===== src/rtl/uart_tx_fifo.sv =====
// UART transmitter fed by a power-of-two FIFO: 8N1-style framing, LSB first.
// Define UART_TX_PARITY_EN to insert an even-parity bit between data and stop.
module uart_tx_fifo #(
  parameter int DATA_W       = 8,
  parameter int FIFO_DEPTH   = 16,
  parameter int CLKS_PER_BIT = 868,
  parameter int STOP_BITS    = 1
) (
  input  logic                          clk,
  input  logic                          reset,
  input  logic                          wr_en,
  input  logic [DATA_W-1:0]             wr_data,
  output logic                          full,
  output logic                          empty,
  output logic [$clog2(FIFO_DEPTH):0]   fifo_count,
  output logic                          overflow,
  output logic                          busy,
  output logic                          tx_done,
  output logic                          ser_out
);

  localparam int PW = $clog2(FIFO_DEPTH);
  localparam int CW = PW + 1;
  localparam int BW = $clog2(CLKS_PER_BIT);
  localparam int NW = $clog2(DATA_W);

`ifdef UART_TX_PARITY_EN
  typedef enum logic [2:0] {IDLE = 3'd0, START = 3'd1, DATA = 3'd2, PARITY = 3'd3, STOP = 3'd4} state_t;
  logic par_q;
`else
  typedef enum logic [2:0] {IDLE = 3'd0, START = 3'd1, DATA = 3'd2, STOP = 3'd4} state_t;
`endif

  state_t              state, state_nxt;
  logic [BW-1:0]       baud_cnt, baud_nxt;
  logic [NW-1:0]       bit_cnt, bit_nxt;
  logic                stop_cnt, stop_nxt;
  logic [DATA_W-1:0]   shreg, shreg_nxt;
  logic                ser_nxt, done_nxt;
  logic [PW-1:0]       wr_ptr, rd_ptr;
  logic [CW-1:0]       count_nxt;
  logic [DATA_W-1:0]   mem [FIFO_DEPTH];
  logic                push, pop, baud_last, stop_last;

  // empty/full are registered, so a fresh write is only visible to the FSM one edge later
  assign push      = wr_en && !full;
  assign pop       = (state == IDLE) && !empty;
  assign count_nxt = fifo_count + CW'(push) - CW'(pop);
  assign baud_last = baud_cnt == BW'(CLKS_PER_BIT - 1);
  assign stop_last = stop_cnt == 1'(STOP_BITS - 1);

  always_comb begin
    state_nxt = state;
    baud_nxt  = baud_cnt;
    bit_nxt   = bit_cnt;
    stop_nxt  = stop_cnt;
    shreg_nxt = shreg;
    ser_nxt   = ser_out;
    done_nxt  = 1'b0;
    if (state != IDLE) baud_nxt = baud_last ? '0 : baud_cnt + BW'(1);
    case (state)
      IDLE: begin
        ser_nxt  = 1'b1;
        baud_nxt = '0;
        if (pop) begin
          state_nxt = START;
          shreg_nxt = mem[rd_ptr];
          ser_nxt   = 1'b0;
        end
      end
      START: if (baud_last) begin
        state_nxt = DATA;
        bit_nxt   = '0;
        ser_nxt   = shreg[0];
      end
      DATA: if (baud_last) begin
        if (bit_cnt == NW'(DATA_W - 1)) begin
`ifdef UART_TX_PARITY_EN
          state_nxt = PARITY;
          ser_nxt   = par_q;
`else
          state_nxt = STOP;
          ser_nxt   = 1'b1;
          stop_nxt  = 1'b0;
`endif
        end else begin
          bit_nxt   = bit_cnt + NW'(1);
          shreg_nxt = shreg >> 1;
          ser_nxt   = shreg[1];
        end
      end
`ifdef UART_TX_PARITY_EN
      PARITY: if (baud_last) begin
        state_nxt = STOP;
        ser_nxt   = 1'b1;
        stop_nxt  = 1'b0;
      end
`endif
      STOP: begin
        // registered pulse lands on the final cycle of the last stop bit
        if (stop_last && baud_cnt == BW'(CLKS_PER_BIT - 2)) done_nxt = 1'b1;
        if (baud_last) begin
          if (stop_last) begin
            state_nxt = IDLE;
            ser_nxt   = 1'b1;
          end else begin
            stop_nxt = 1'b1;
          end
        end
      end
      default: state_nxt = IDLE;
    endcase
  end

  always_ff @(posedge clk or negedge reset) begin
    if (!reset) begin
      state      <= IDLE;
      baud_cnt   <= '0;
      bit_cnt    <= '0;
      stop_cnt   <= 1'b0;
      shreg      <= '0;
      ser_out    <= 1'b1;
      busy       <= 1'b0;
      tx_done    <= 1'b0;
      overflow   <= 1'b0;
      wr_ptr     <= '0;
      rd_ptr     <= '0;
      fifo_count <= '0;
      empty      <= 1'b1;
      full       <= 1'b0;
    end else begin
      state      <= state_nxt;
      baud_cnt   <= baud_nxt;
      bit_cnt    <= bit_nxt;
      stop_cnt   <= stop_nxt;
      shreg      <= shreg_nxt;
      ser_out    <= ser_nxt;
      busy       <= state_nxt != IDLE;
      tx_done    <= done_nxt;
      overflow   <= wr_en && full;
      if (push) wr_ptr <= wr_ptr + PW'(1);
      if (pop)  rd_ptr <= rd_ptr + PW'(1);
      fifo_count <= count_nxt;
      empty      <= count_nxt == '0;
      full       <= count_nxt == CW'(FIFO_DEPTH);
    end
  end

`ifdef UART_TX_PARITY_EN
  always_ff @(posedge clk or negedge reset) begin
    if (!reset)   par_q <= 1'b0;
    else if (pop) par_q <= ^mem[rd_ptr];
  end
`endif

  always_ff @(posedge clk) begin
    if (push) mem[wr_ptr] <= wr_data;
  end

endmodule


===== config.mk =====
export PLATFORM = sky130hd
export DESIGN_NAME = uart_tx_fifo
export DESIGN_NICKNAME = d
export VERILOG_FILES = /design/src/rtl/uart_tx_fifo.sv
export SDC_FILE = /design/constraint.sdc
export NUM_CORES = 1
export LEC_CHECK = 0
export ABC_AREA = 1
export CELL_PAD_IN_SITES_DETAIL_PLACEMENT = 1
export CELL_PAD_IN_SITES_GLOBAL_PLACEMENT = 1
export CORE_MARGIN = 1.5
export CORE_UTILIZATION = 53
export DETAILED_ROUTE_END_ITERATION = 10
export HOLD_SLACK_MARGIN = 0.03
export PLACE_DENSITY = 0.93
export SKIP_LAST_GASP = 1
export SLEW_MARGIN = 20
export SYNTH_ARGS = -nofsm -noshare
export SYNTH_HDL_FRONTEND = slang
export SYNTH_SLANG_ARGS = --single-unit

===== constraint.sdc =====
create_clock -name clk -period 4.3 [get_ports clk]
set_clock_uncertainty 0.1 [all_clocks]
set_input_delay 0.645 -clock clk [delete_from_list [all_inputs] [get_ports clk]]
set_output_delay 0.645 -clock clk [all_outputs]
set_load 0.1 [all_outputs]

==> results.sh, run 1 <==
export IMPL_pin_count=22
export IMPL_drt_initial_drc_count=511
export IMPL_clkSinkCount=171
export IMPL_clk_path_buf_depth=2
export IMPL_r2r_cells=13
export IMPL_arrival_ps=3210
export IMPL_first_pass_iters=5
export IMPL_grt_ovfl_total=0
export IMPL_dieWidth_um=123
export IMPL_cpMaxStageDelayCell="clkdlybuf4s50_1"
export IMPL_cts_tree="built"
export IMPL_gp_congestion=0.839
export IMPL_pwr_share_comb_pct=20.6
export IMPL_diodes=0
export IMPL_p_sw_share_pct=32.6
export IMPL_tns_ps=0
export IMPL_synth_cell_area_um2=7580
export IMPL_yosys_area_top_type="edfxtp_1"
export IMPL_rsz0062_at_grt="false"
export IMPL_root_buffer="clkbuf_16"
export IMPL_finalSetupViolations=0
export IMPL_avgSynthCellArea_um2=10.2
export IMPL_grt_pass1_vias=6054
export IMPL_slew_headroom_pct=26.3
export IMPL_worst_ir_drop_vdd_uv=407
export IMPL_cp_top_family="compound AO/OA/AOI/OAI gates"
export IMPL_maxCapViolations=0
export IMPL_antenna_found_initial=0
export IMPL_drive_above_1_share_pct=6.75
export IMPL_ant_nets=0
export IMPL_hp_class="input port to asynchronous set/reset pin"
export IMPL_cts_buffers=17
export IMPL_vias_per_cell=5.81
export IMPL_finalCritPeriodShare_pct=68.1
export IMPL_fmax_ghz=0.342
export IMPL_post_cts_buffers=0
export IMPL_start_util_pct=54.4
export IMPL_worst_path_stages=11
export IMPL_syn_instance_count=742
export IMPL_path_buf_inv=3
export IMPL_htree_num_levels=4
export IMPL_cp_end_kind="register"
export IMPL_layout_min_cycle_time_ps=2930
export IMPL_required_ps=4580
export IMPL_detail_route_wl_per_cell_um=23.4
export IMPL_critPathKind="input port to register"
export IMPL_syn_nets=767
export IMPL_die_h_um=123
export IMPL_crit_end="full"
export IMPL_async_flop_share_pct=25.1
export IMPL_crit_fanout=3
export IMPL_synthTopCellsByCount="nand2_1 (226), edfxtp_1 (128), inv_1 (86)"
export IMPL_core_region_area_um2=13900
export IMPL_hold_viol=0
export IMPL_fin_nets=782
export IMPL_power_density_nw_per_um2=535
export IMPL_seqPwrFrac_pct=46.1
export IMPL_port_buffers=21
export IMPL_synth_seq_area_share_pct=64.9
export IMPL_ys_types=35
export IMPL_yosysTopAreaCellShare_pct=50.7
export IMPL_intPower_mw=3.04
export IMPL_synthFlopType="edfxtp_1"
export IMPL_cp_cell_sequence="clkdlybuf4s50_1, inv_1, o21ai_0, nand2_1, ha_1, fa_1, a21oi_1, o21bai_1, xnor2_1, inv_1, nor2_1"
export IMPL_worstSkewPairLatency_ps=440
export IMPL_crit_path_frequent_cell="inv_1"
export IMPL_cts_resized=0
export IMPL_synth_top_cells_by_area="edfxtp_1 (51%), dfrtp_1 (14%), nand2_1 (11%), nand3_1 (5.3%), inv_1 (4.3%)"
export IMPL_p_sw_mw=1.47
export IMPL_num_rows=43
export IMPL_wl_mm=22.2
export IMPL_reg2reg_slack_ps=1460
export IMPL_via_count=5517
export IMPL_r2r_end="full"
export IMPL_area_delta_synth_final_pct=11.3
export IMPL_synth_most_common_cell="nand2_1"
export IMPL_synth_edf_count=128
export IMPL_dpl_hpwl_mm=13.0
export IMPL_r2r_start="state[1]"
export IMPL_grtUsageTotal_pct=31.7
export IMPL_ys_seq_elements=171
export IMPL_fp_dieArea_um2=15000
export IMPL_grt_pass1_wl_mm=34.1
export IMPL_yosys_warnings=0
export IMPL_clk_pin_slew_ps=70
export IMPL_critPathMaxStageDelay_ps=520
export IMPL_clkPwrFrac_pct=33.3
export IMPL_grt_max_degree=74
export IMPL_ctsHoldBuffers=0
export IMPL_p_leak_nw=3.62
export IMPL_critPathLaunch="wr_en"
export IMPL_power_total_mw=4.51
export IMPL_drc=0
export IMPL_tightest_slew_ps=1100
export IMPL_drv_slew=0
export IMPL_status="finished, final reports clean"
export IMPL_critPathLaunchType="input port"
cells in the final DEF (no fill, tap or decap), types with 3 or more instances in the layout:
master	n
inv_2	4
nand2_2	3
nor3_1	7
clkinvlp_4	4
nand3_1	81
clkbuf_16	17
clkdlybuf4s50_1	20
xor2_1	11
nand4_1	3
inv_1	86
o21ai_1	3
nor2_2	5
nor2_4	3
dfrtp_1	40
clkinv_1	4
nand2_1	226
ha_1	13
o211ai_1	6
o21ai_0	14
edfxtp_1	128
nor2_1	55
clkbuf_1	3
a21oi_1	10
per-stage QoR:
stage / hold WS [ps] / area [um^2] / setup WS [ps] / cells / util (%)
2_1_floorplan: 249 / 7580 / 1590 / 742 / -
3_3_place_gp: 361 / 7880 / 1240 / 918 / 56.6
3_5_place_dp: 370 / 7880 / 1080 / 918 / 56.6
4_1_cts: 302 / 8440 / 1380 / 950 / 60.6
5_1_grt: 346 / 8440 / 1160 / 950 / 60.6
6_report: 286 / 8440 / 1370 / 950 / 60.6
cell families (layout without fill, tap and decap cells):
| logic type | count (synthesis) | in the layout | share of synthesized area, % |
|---|---|---|---|
| adders and majority gates | 14 | 14 | 2.41 |
| and+or+nand+nor | 390 | 390 | 22.1 |
| AOI/OAI and AO/OA | 35 | 35 | 2.56 |
| DFF | 171 | 171 | 64.9 |
| xor gates and xnor gates | 13 | 13 | 1.50 |
| buffers and inverters | 119 | 147 | 6.53 |
final cells by class:
type	instances	area, um^2
clock inverter	12	125
multi-input combinational	452	2170
inverter	92	345
sequential	171	4920
fill	1473	5490
clock buffer	20	437
timing repair buffer	23	220
tap	180	225
flip-flops by register name, summed over array words and instances (netlist names):
signal,flops
wr_ptr,4
tx_done,1
bit_cnt,3
mem,128
rd_ptr,4
shreg,8
state,3
empty,1
baud_cnt,10
ser_out,1
overflow,1
full,1
fifo_count,5
busy,1
power groups by stage:
stage | Combinational [mW] | Sequential, mW | Clock (mW)
floorplan | 0.358 | 2.33 | 0
global placement | 0.818 | 2.08 | 0
detailed placement | 0.887 | 2.10 | 0
CTS | 0.927 | 2.07 | 1.50
global route | 0.981 | 2.09 | 1.55
finish | 0.930 | 2.08 | 1.50
layer usage:
metal,part of all wire [%],track usage (%),vias to the layer above
met3,5.7,6.78,68
met4,3.7,14.5,0
met1,37,35.9,2755
met2,53,57.1,245
li1,-,-,2449
met5,0,0,-
worst reg2reg max path, delay by kind of cell (launching register included):
kind,cells,cell delay [ps]
adders and majority gates,2,690
buffers and inverters,2,200
DFF,1,410
xor gates and xnor gates,1,260
and+or+nand+nor,6,830
AOI/OAI and AO/OA,2,270
how the worst min path moves through the flow:
stage                     slack, ps          end
final                           290     shreg[2]
after detailed placement        370     shreg[4]
after CTS                       300     shreg[3]
after global routing            350    rd_ptr[0]
after floorplan                 250  baud_cnt[0]
after global placement          360   bit_cnt[0]
(Power assumes the default switching activity.)
==> run 2: changes to the inputs <==
- CORE_UTILIZATION: 53 -> 44
- PLACE_DENSITY: 0.93 -> 0.83
- clock period: 4.3 -> 2.45 ns (I/O delays scaled with it)
==> run 2 against run 1 <==
The flow now finishes with violations (negative setup slack). Sequential cell count unchanged. Sequential power increased by 75%. Die area increased by 20%. Global-route usage decreased by 8.5 points. Combinational power increased by 88%. Count of clock-buffer cells in the layout decreased by 1. Total power increased by 79%. Non-clock buffer count increased by 43. Core utilization decreased by 7.6 points. Critical endpoint is now empty.
==> results.sh, run 2 (synthesis gave the netlist of run 1 again) <==
export IMPL_num_rows=47
export IMPL_r2r_cells=13
export IMPL_root_buffer="clkbuf_16"
export IMPL_start_util_pct=45.4
export IMPL_fmax_ghz=0.402
export IMPL_pin_count=22
export IMPL_antenna_found_initial=0
export IMPL_cts_buffers=17
export IMPL_slew_headroom_pct=48.8
export IMPL_detail_route_wl_per_cell_um=19.4
export IMPL_gp_congestion=0.846
export IMPL_placed_cell_area_um2=8190
export IMPL_required_ps=2730
export IMPL_drv_slew=0
export IMPL_dp_cells=995
export IMPL_core_region_area_um2=16700
export IMPL_pwr_share_comb_pct=21.6
export IMPL_clk_pin_slew_ps=70
export IMPL_layout_min_cycle_time_ps=2490
export IMPL_regArea_um2=4930
export IMPL_port_buffers=21
export IMPL_finalCritPeriodShare_pct=102
export IMPL_drive_above_1_share_pct=14.6
export IMPL_cp_end_kind="register"
export IMPL_p_sw_mw=2.60
export IMPL_holdWs_ps=295
export IMPL_wl_mm=20.1
export IMPL_p_leak_nw=3.87
export IMPL_vias_per_cell=5.27
export IMPL_cp_cell_sequence="nor2_2, nand2_2, nor2_4, inv_2, nand2_2, nand2_2, ha_4, fa_2, a21oi_2, o21bai_1, xnor2_1, buf_4, nor2_1"
export IMPL_max_flop_register="mem"
export IMPL_multi_input_area_um2=2200
export IMPL_grt_max_degree=38
export IMPL_clk_path_buf_depth=2
export IMPL_finalSetupViolations=2
export IMPL_worstSkewPairLatency_ps=440
export IMPL_seqPwrFrac_pct=44.9
export IMPL_cpMaxStageDelayCell="dfrtp_1"
export IMPL_maxCapViolations=0
export IMPL_violations="negative setup slack"
export IMPL_crit_path_frequent_cell="nand2_2"
export IMPL_worst_slack_ps=-39.6
export IMPL_grt_pass1_vias=5956
export IMPL_clkPwrFrac_pct=33.5
export IMPL_fin_cells=1033
export IMPL_ant_nets=0
export IMPL_fin_nets=825
export IMPL_die_h_um=134
export IMPL_dieWidth_um=134
export IMPL_final_cell_mix="nand2_1 (223), edfxtp_1 (128), inv_1 (85)"
export IMPL_grtUsageTotal_pct=23.2
export IMPL_area_delta_synth_final_pct=16.8
export IMPL_grt_ovfl_total=0
export IMPL_drc=0
export IMPL_htree_num_levels=4
export IMPL_status="complete, but fails checks"
export IMPL_stdcell_area_um2=8860
export IMPL_fillerInstances=1860
export IMPL_tightest_slew_ps=766
export IMPL_worst_ir_drop_vdd_uv=652
export IMPL_critPathMaxStageDelay_ps=430
export IMPL_intPower_mw=5.50
export IMPL_reg_top3="mem x128, baud_cnt x10, shreg x8"
export IMPL_cts_tree="built"
export IMPL_final_common_cell="nand2_1"
export IMPL_dpl_hpwl_mm=13.6
export IMPL_p_sw_share_pct=32.1
export IMPL_via_count=5439
export IMPL_rsz0062_at_grt="true"
export IMPL_fp_dieArea_um2=18000
export IMPL_arrival_ps=2770
export IMPL_clkSinkCount=171
export IMPL_largest_reg_flops=128
export IMPL_crit_fanout=4
export IMPL_grt_pass1_wl_mm=31.3
export IMPL_power_density_nw_per_um2=914
export IMPL_diodes=0
export IMPL_hp_class="input port to asynchronous set/reset pin"
export IMPL_critPathLaunchType="register"
export IMPL_drt_initial_drc_count=289
export IMPL_hold_viol=0
export IMPL_first_pass_iters=4
export IMPL_critPathKind="register to register"
## run 2: power groups by stage
stage	combinational, mW	clock (mW)	sequential, mW
final	1.75	2.71	3.64
after detailed placement	1.66	0	3.68
after global placement	1.55	0	3.66
after CTS	1.69	2.73	3.63
after floorplan	0.631	0	4.09
after global routing	1.85	2.84	3.66
## run 2: critical path, delay by kind of cell (launching register included)
family	cells	cell delay, ps
AOI/OAI and AO/OA	2	270
and+or+nand+nor	6	630
xor gates and xnor gates	1	230
adders and majority gates	2	550
DFF	1	430
buffers and inverters	2	220
## run 2: final timing paths
check | startpoint | end | slack [ps]
max | state[2] | empty | -40
min | reset | fifo_count[2] | 290
max reg2reg | state[2] | empty | -40
min reg2reg | shreg[6] | shreg[6] | 390
max in group asynchronous | reset | rd_ptr[0] | 1390
min in group clk | shreg[6] | shreg[6] | 390
## run 2: per-stage QoR
stage | setup slack, ps | util (%) | total power [mW] | setup TNS (ps)
6_report | -39.6 | 53.0 | 8.10 | -75.4
5_1_grt | -110 | 53.0 | 8.35 | -261
4_1_cts | 22.4 | 52.7 | 8.04 | 0
3_5_place_dp | -220 | 49.1 | 5.34 | -513
3_3_place_gp | -35.9 | 49.1 | 5.21 | -45.7
2_1_floorplan | 7.21 | - | 4.72 | 0
## run 2: area by class of cell
type,instances,area share (%)
Sequential cell,171,55.7
Timing Repair Buffer,66,5.85
Clock buffer,19,4.89
Multi-Input combinational cell,452,24.9
Inverter,92,3.90
Clock inverter,13,1.74
Tap cell,220,3.11
## run 2: metal layers
metal	vias up	global-route usage (%)	wire, um
met1	2731	27.6	8190
met2	137	40.6	10400
met3	38	5.29	980
met4	0	9.14	530
met5	-	0	0
li1	2533	-	-
## run 2: what timing repair did
| action | CTS | global route |
|---|---|---|
| hold buffers | 1 | 0 |
| hold endpoints to repair | 14 | 0 |
| cloned | 0 | 0 |
| pin swaps | 1 | 7 |
| endpoints found under the setup margin | 1 | 3 |
| setup buffers | 0 | 5 |
| resized for setup | 3 | 6 |
